**src/rtl/matrix_result_tx.sv**
```systemverilog
// matrix_result_tx: captures one packed DIMxDIM result word over valid/ready
// and streams it out as ASCII digits, spaces and line feeds, one row per line.
// Optional build macro MRTX_HEADER_EN prefixes each frame with "C=\n".
module matrix_result_tx #(
  parameter int ELEM_W = 2,
  parameter int DIM    = 3
) (
  input  logic                       clk,
  input  logic                       rst_n,
  input  logic                       in_valid,
  input  logic [DIM*DIM*ELEM_W-1:0]  in_data,
  output logic                       in_ready,
  output logic                       out_valid,
  output logic [7:0]                 out_byte,
  output logic                       out_last,
  input  logic                       out_ready,
  output logic                       busy
);

  localparam int WORD_W    = DIM*DIM*ELEM_W;
  localparam int MAT_LEN   = DIM*2*DIM;
  localparam int MAX_FRAME = MAT_LEN + 3;
`ifdef MRTX_HEADER_EN
  localparam int HDR_LEN   = 3;
`else
  localparam int HDR_LEN   = 0;
`endif
  localparam int FRAME_LEN = MAT_LEN + HDR_LEN;
  localparam int BEAT_W    = $clog2(MAX_FRAME + 1);
  localparam int ROW_W     = (DIM > 1) ? $clog2(DIM) : 1;
  localparam int POS_W     = $clog2(2*DIM);

  localparam logic [BEAT_W-1:0] LAST_BEAT = BEAT_W'(FRAME_LEN - 1);
  localparam logic [POS_W-1:0]  POS_LAST  = POS_W'(2*DIM - 1);
  localparam logic [ROW_W-1:0]  ROW_LAST  = ROW_W'(DIM - 1);

  typedef enum logic [1:0] {
    S_IDLE = 2'd0,
    S_SEND = 2'd1
`ifdef MRTX_HEADER_EN
    , S_HDR = 2'd2
`endif
  } state_t;

  state_t              r_state, w_state_nx;
  logic [WORD_W-1:0]   r_shadow;
  logic [BEAT_W-1:0]   r_beat, w_beat_nx;
  logic [ROW_W-1:0]    r_row, w_row_nx;
  logic [POS_W-1:0]    r_pos, w_pos_nx;
  logic                r_in_ready, w_in_ready_nx;
  logic                r_out_valid, w_out_valid_nx;
  logic [7:0]          r_out_byte, w_out_byte_nx;
  logic                r_out_last, w_out_last_nx;
  logic                r_busy, w_busy_nx;
  logic                w_load;
  logic                w_hs;

  // ASCII byte for position pos of row row: digit on even positions,
  // space between digits, line feed closing the row.
  function automatic logic [7:0] f_char(input logic [WORD_W-1:0] word,
                                        input logic [ROW_W-1:0]  row,
                                        input logic [POS_W-1:0]  pos);
    logic [ELEM_W-1:0] elem;
    int                k;
    k    = DIM*int'(row) + int'(pos >> 1);
    elem = word[ELEM_W*k +: ELEM_W];
    if (!pos[0])
      f_char = 8'h30 + {{(8-ELEM_W){1'b0}}, elem};
    else if (pos == POS_LAST)
      f_char = 8'h0A;
    else
      f_char = 8'h20;
  endfunction

`ifdef MRTX_HEADER_EN
  // Header text "C=\n" indexed by beat.
  function automatic logic [7:0] f_hdr(input logic [BEAT_W-1:0] beat);
    case (beat)
      BEAT_W'(0): f_hdr = 8'h43;
      BEAT_W'(1): f_hdr = 8'h3D;
      default:    f_hdr = 8'h0A;
    endcase
  endfunction
`endif

  assign w_hs      = r_out_valid && out_ready;
  assign in_ready  = r_in_ready;
  assign out_valid = r_out_valid;
  assign out_byte  = r_out_byte;
  assign out_last  = r_out_last;
  assign busy      = r_busy;

  // Next-state and next-output logic; outputs are computed one beat ahead
  // so every output leaves the block straight from a register.
  always_comb begin
    w_state_nx     = r_state;
    w_beat_nx      = r_beat;
    w_row_nx       = r_row;
    w_pos_nx       = r_pos;
    w_in_ready_nx  = r_in_ready;
    w_out_valid_nx = r_out_valid;
    w_out_byte_nx  = r_out_byte;
    w_out_last_nx  = r_out_last;
    w_busy_nx      = r_busy;
    w_load         = 1'b0;
    case (r_state)
      S_IDLE: begin
        w_in_ready_nx = 1'b1;
        if (in_valid && r_in_ready) begin
          w_load         = 1'b1;
          w_beat_nx      = '0;
          w_row_nx       = '0;
          w_pos_nx       = '0;
          w_in_ready_nx  = 1'b0;
          w_busy_nx      = 1'b1;
          w_out_valid_nx = 1'b1;
          w_out_last_nx  = 1'b0;
`ifdef MRTX_HEADER_EN
          w_state_nx     = S_HDR;
          w_out_byte_nx  = 8'h43;
`else
          w_state_nx     = S_SEND;
          w_out_byte_nx  = f_char(in_data, '0, '0);
`endif
        end
      end
`ifdef MRTX_HEADER_EN
      S_HDR: begin
        if (w_hs) begin
          w_beat_nx = r_beat + 1'b1;
          if (r_beat == BEAT_W'(HDR_LEN - 1)) begin
            w_state_nx    = S_SEND;
            w_row_nx      = '0;
            w_pos_nx      = '0;
            w_out_byte_nx = f_char(r_shadow, '0, '0);
          end else begin
            w_out_byte_nx = f_hdr(w_beat_nx);
          end
        end
      end
`endif
      S_SEND: begin
        if (w_hs) begin
          if (r_beat == LAST_BEAT) begin
            // Frame done: drop the stream and reopen the input next cycle.
            w_state_nx     = S_IDLE;
            w_beat_nx      = '0;
            w_row_nx       = '0;
            w_pos_nx       = '0;
            w_out_valid_nx = 1'b0;
            w_out_last_nx  = 1'b0;
            w_out_byte_nx  = 8'h00;
            w_busy_nx      = 1'b0;
            w_in_ready_nx  = 1'b1;
          end else begin
            w_beat_nx = r_beat + 1'b1;
            if (r_pos == POS_LAST) begin
              w_pos_nx = '0;
              w_row_nx = (r_row == ROW_LAST) ? '0 : r_row + 1'b1;
            end else begin
              w_pos_nx = r_pos + 1'b1;
            end
            w_out_byte_nx = f_char(r_shadow, w_row_nx, w_pos_nx);
            w_out_last_nx = (w_beat_nx == LAST_BEAT);
          end
        end
      end
      default: begin
        w_state_nx = S_IDLE;
      end
    endcase
  end

  // Control and output registers, cleared asynchronously.
  always_ff @(posedge clk or negedge rst_n) begin
    if (!rst_n) begin
      r_state     <= S_IDLE;
      r_beat      <= '0;
      r_row       <= '0;
      r_pos       <= '0;
      r_in_ready  <= 1'b0;
      r_out_valid <= 1'b0;
      r_out_byte  <= 8'h00;
      r_out_last  <= 1'b0;
      r_busy      <= 1'b0;
    end else begin
      r_state     <= w_state_nx;
      r_beat      <= w_beat_nx;
      r_row       <= w_row_nx;
      r_pos       <= w_pos_nx;
      r_in_ready  <= w_in_ready_nx;
      r_out_valid <= w_out_valid_nx;
      r_out_byte  <= w_out_byte_nx;
      r_out_last  <= w_out_last_nx;
      r_busy      <= w_busy_nx;
    end
  end

  // Shadow copy of the captured word; the only data source during a frame.
  always_ff @(posedge clk) begin
    if (w_load) r_shadow <= in_data;
  end

endmodule

```
**config.mk**
```make
export PLATFORM = sky130hd
export DESIGN_NAME = matrix_result_tx
export DESIGN_NICKNAME = d
export VERILOG_FILES = /design/src/rtl/matrix_result_tx.sv
export SDC_FILE = /design/constraint.sdc
export NUM_CORES = 1
export LEC_CHECK = 0
export CORE_MARGIN = 2
export CORE_UTILIZATION = 35
export CTS_BUF_LIST = sky130_fd_sc_hd__clkbuf_4 sky130_fd_sc_hd__clkbuf_8 sky130_fd_sc_hd__clkbuf_16
export CTS_CLUSTER_SIZE = 14
export DETAILED_ROUTE_END_ITERATION = 6
export PLACE_DENSITY = 0.69
export SYNTH_ARGS = -nofsm -noshare
export SYNTH_HDL_FRONTEND = slang
export SYNTH_SLANG_ARGS = --single-unit
```
**constraint.sdc**
```tcl
create_clock -name clk -period 4.5 [get_ports clk]
set_clock_uncertainty 0.15 [all_clocks]
set_input_delay 1.125 -clock clk [delete_from_list [all_inputs] [get_ports clk]]
set_output_delay 1.125 -clock clk [all_outputs]
set_load 0.01 [all_outputs]
```
# ---- Word-level counts from Yosys, hierarchy flattened
# Cells that the tools add are included.
dict set report classes {
  bitwise 0
  n_mul 1
  n_eq_ne 9
  shifts 1
  n_div 0
  addsub 6
  n_lt_le_gt_ge 0
  mux 45
  n_reduce_logical 8
}
# operator n
set op_table {}
lappend op_table {{2-bit two-way mux} 11}
lappend op_table {{3-bit two-way mux} 7}
lappend op_table {{18-bit by 7-bit indexed part select with 2-bit output} 1}
lappend op_table {{8-bit two-way mux} 2}
lappend op_table {{8-bit one-hot mux with 2 select lines} 1}
lappend op_table {{5-bit two-way mux} 3}
lappend op_table {{6-bit by 2-bit adder with 7-bit output, first input constant} 2}
lappend op_table {{7-bit two-way mux} 2}
lappend op_table {{1-bit two-way mux} 11}
lappend op_table {{5-bit == test, second input constant} 2}
lappend op_table {{5-bit one-hot mux with 2 select lines} 1}
lappend op_table {{3-bit AND reduction} 3}
lappend op_table {{2-bit one-hot mux with 2 select lines} 2}
lappend op_table {{3-bit == test, second input constant} 2}
lappend op_table {{6-bit two-way mux} 1}
lappend op_table {{2-bit != test, second input constant} 3}
lappend op_table {{1-bit one-hot mux with 2 select lines} 3}
lappend op_table {{3-bit one-hot mux with 2 select lines} 1}
lappend op_table {{4-bit by 2-bit adder with 5-bit output} 1}
lappend op_table {{5-bit by 1-bit adder with 5-bit output, second input constant} 1}
lappend op_table {{2-bit by 2-bit multiplier with 4-bit output, first input constant} 1}
lappend op_table {{4-bit AND reduction} 1}
lappend op_table {{3-bit by 1-bit adder with 3-bit output, second input constant} 1}
lappend op_table {{2-bit by 1-bit adder with 2-bit output, second input constant} 1}
lappend op_table {{other kinds (5)} 6}
dict set report totals {
  register_bits 41
  wordCells 79
  latchBits 0
  mem_bits_ro 0
  out_inout_bits 12
  ramBits 0
  mem_count 0
}

# ---- Longest topological paths before layout
dict set report depth {
  depth_word 14
  depth_mapped 13
  ltp_nobuf 12
}

# ---- Worst setup path after synthesis
# Ideal clock, no wire load.
dict set report synth_path {
  path_kind {reg-to-reg}
  startpoint {register r_pos[0]}
  endpoint {register r_out_byte[0], in the netlist out_byte[0]}
  setup_slack_ns 1.071
  setup_time_ns 0.077
  path_buffers 1
  arrival_ns 3.202
  path_stages_with_launch 13
  cell_sequence {dfrtp_1 -> clkbuf_1 -> nand3b_1 -> nor3b_1 -> a21oi_1 -> fa_1 -> inv_1 -> ha_1 -> inv_1 -> fa_1 -> or3_1 -> a311o_1 -> a21oi_1}
}
dict set report synth_between {
  elab_chain_len 13
}
# item line_no
set synth_lines {}
lappend synth_lines {{start: declaration} 49} ;# logic [POS_W-1:0] r_pos, w_pos_nx;
lappend synth_lines {{start signal: assignment} 190} ;# r_pos <= w_pos_nx;
lappend synth_lines {{3-bit == test} 157} ;# if (r_pos == POS_LAST) begin
lappend synth_lines {{2-bit two-way mux} 157}
lappend synth_lines {{2-bit two-way mux} 144} ;# if (r_beat == LAST_BEAT) begin
lappend synth_lines {{2-bit two-way mux} 143} ;# if (w_hs) begin
lappend synth_lines {{2-bit two-way mux} 106} ;# case (r_state)
lappend synth_lines {{2-bit by 2-bit multiplier with 4-bit output} 65} ;# k = DIM*int'(row) + int'(pos >> 1);
lappend synth_lines {{4-bit by 2-bit adder with 5-bit output} 65}
lappend synth_lines {{18-bit by 7-bit indexed part select with 2-bit output} 66} ;# elem = word[ELEM_W*k +: ELEM_W];
lappend synth_lines {{6-bit by 2-bit adder with 7-bit output} 68} ;# f_char = 8'h30 + {{(8-ELEM_W){1'b0}}, elem};
lappend synth_lines {{7-bit two-way mux (*)} 67} ;# if (!pos[0])
lappend synth_lines {{7-bit two-way mux (*)} 144}
lappend synth_lines {{8-bit two-way mux (*)} 143}
lappend synth_lines {{8-bit one-hot mux with 2 select lines (*)} 106}
lappend synth_lines {{end signal: assignment} 193} ;# r_out_byte <= w_out_byte_nx;
lappend synth_lines {{end: declaration} 52} ;# logic [7:0] r_out_byte, w_out_byte_nx;
# Every way passes the cells marked *; elsewhere a longest branch is shown, timed or not. The select of a mux whose other input is x is not followed.
# A chain may end at the register's enable or synchronous reset.

# ---- Worst setup path in the final report
# Same ends and word-level chain as after synthesis.

==> qor.yml <==
timing:
  slew_headroom_pct: 45.8
  final.setup.tns_ns: 0
  max_freq_ghz: 0.279
  setup_viol: 0
  rsz0062_at_grt: "false"
  hold_violations: 0
  period_share_pct: 79.6
  slew_violations: 0
  worst_pin_slew_ns: 0.811
  fin_crit_ns: 3.58
global_routing:
  grt_use_total_pct: 13.4
  antenna_found_initial: 0
  first_global_vias: 1129
  grt_pass1_wl_um: 5420
  grt_overflow: 0
  grt_max_degree: 19
clocking:
  h-tree-depth: 2
  cts_buffers: 5
  clkSinkCount: 36
  cts_hold_buf: 0
  cts_setup_buffers: 0
  cts_resized: 0
  clockBufferDepth: 2
  tritoncts: "built"
  clkLatencyLatePin_ns: 0.29
  path_clk_slew_ns: 0.08
  cts_root_buf: "clkbuf_8"
synth:
  yosys.area.top_type_share_pct: 31.2
  synth_cell_types: 39
  synthesis.area_mm2: 0.00173
  synthTopCellsByCount: "dfrtp_1 (18), edfxtp_1 (18), nand2_1 (16), o21ai_0 (12), a21oi_1 (8)"
  syn_area_per_cell_um2: 12.2
  ys_async_sr_fraction_pct: 50.0
  synth_top_area_cell: "edfxtp_1"
  synth_cells: 142
  synth_ff_type: "edfxtp_1"
  synth_area_leaders: "edfxtp_1 (31%), dfrtp_1 (26%), ha_1 (3.6%), o21ai_0 (3.5%), nand2_1 (3.5%)"
  synth-edff-count: 18
  synth.yosys.seq_area_share_pct: 57.2
  ys_warn_count: 0
  synth_seq_cells: 36
outcome:
  status: "complete, no violations"
layout:
  drive_above_1_share_pct: 10.2
  final_nets: 204
  n_antenna_cell: 0
  area_growth_pct: 27.0
  fillers: 458
floorplan:
  num_io_pins: 34
  die_y_um: 74.4
  die-area_mm2: 0.00553
  die_x_um: 74.4
  core_mm2: 0.00475
  row_count: 25
  initial_core_util_pct: 36.4
routing:
  drtAntennaViolNets: 0
  avgViaCountPerCell: 4.90
  detail_route.wl_per_cell_um: 13.2
  wl_um: 3210
  drtIter0Drc: 66
  vias: 1191
  drc: 0
  first_pass_iters: 4
critical_path:
  crit_type: "reg2reg"
  crit_fanout: 11
  critPathLaunchType: "flop"
  r2r_cells: 11
  critPathArrivalTime_ns: 3.65
  crit_required_ns: 4.57
  worstSetupEndpointType: "flop"
worst_hold_path:
  worstHoldPathCells: 2
  min_path_type: "reg2reg"
run:
  cap_violations: 0
power_and_ir_drop:
  leakage_nw: 0.868
  ir_drop_mv: 0.311
  p_per_area_mw_per_mm2: 635
  power_mw: 1.40
placed_design:
  hpwl_um: 2350
  gp_congestion: 0.764
  numPortBuffers: 30
[cell type report]
class / instances / area, um^2 / area share [%]
inverters: 6 / 22.5 / 1.02
flip-flops and latches: 36 / 991 / 45.0
clock buffers: 5 / 68.8 / 3.13
clock inverters: 3 / 42.5 / 1.93
repair buffers: 31 / 308 / 14.0
multi-input cells: 95 / 684 / 31.1
well taps: 67 / 83.8 / 3.81
[placed cells by master (no fill, tap or decap), types with 4 or more instances in the layout]
master,count
edfxtp_1,18
o21ai_0,12
nor2_1,6
xor2_1,4
ha_1,5
a21oi_1,8
nand3_1,4
clkbuf_8,5
nand2_1,16
inv_1,6
dfrtp_1,18
clkdlybuf4s50_1,30
[worst max-delay path, stage by stage (launching register included)]
cell	delay, ns
dfrtp_1	0.51
nand3b_1	0.20
nor3b_1	0.30
a21oi_1	0.13
fa_1	0.54
inv_1	0.05
ha_1	0.18
inv_1	0.06
fa_1	0.51
or3_1	0.38
a311o_1	0.35
a21oi_1	0.14
[power by group]
| part | total [mW] | switching (mW) | internal (mW) |
|---|---|---|---|
| registers | 0.501 | 0.0805 | 0.420 |
| logic | 0.614 | 0.278 | 0.336 |
| clock network | 0.283 | 0.119 | 0.164 |
| total | 1.40 | 0.478 | 0.920 |
[per-layer routing]
metal  vias up  routed length, um  track usage, %
li1        571                  -               -
met1       576               1470            18.1
met2        37               1490            20.0
met3         7                164            3.66
met4         0                 76            6.55
met5         -                  0               0
[registers in the layout, indices dropped and copies added, names as in the netlist]
name / cells
r_row: 2
r_state: 1
r_pos: 3
out_last: 1
r_shadow: 18
in_ready: 1
r_beat: 5
out_byte: 5
[stage by stage]
stage / hold slack [ns] / util (%) / instances / setup slack, ns / cell area [um^2]
6_report: 0.345 / 46.3 / 243 / 0.917 / 2200
5_1_grt: 0.373 / 46.3 / 243 / 0.663 / 2200
4_1_cts: 0.345 / 46.3 / 243 / 0.911 / 2200
3_5_place_dp: 0.328 / 43.9 / 235 / 0.957 / 2090
3_3_place_gp: 0.318 / 43.9 / 235 / 1.06 / 2090
2_1_floorplan: 0.337 / - / 144 / 1.07 / 1740
[logic make-up after synthesis]
family / Yosys count / share of synthesized area [%]
flip-flops: 36 / 57.2
XOR/XNOR: 4 / 2.02
buffers and inverters: 13 / 3.75
other: 1 / 0.216
adder cells (fa/ha/maj): 7 / 5.92
AND/OR/NAND/NOR: 42 / 12.6
AO/OA/AOI/OAI: 32 / 11.6
multiplexers: 7 / 6.64
[worst paths after layout]
check / from / to / slack, ns
min in group asynchronous: rst_n / out_byte[3] / 1.15
max in group asynchronous: rst_n / r_beat[1] / 2.55
hold reg to reg: out_byte[3] / out_byte[3] / 0.35
setup / recovery: r_pos[0] / out_byte[0] / 0.92
hold / removal: out_byte[3] / out_byte[3] / 0.35
setup reg to reg: r_pos[0] / out_byte[0] / 0.92
No activity file was read; power rests on OpenSTA's default activity.
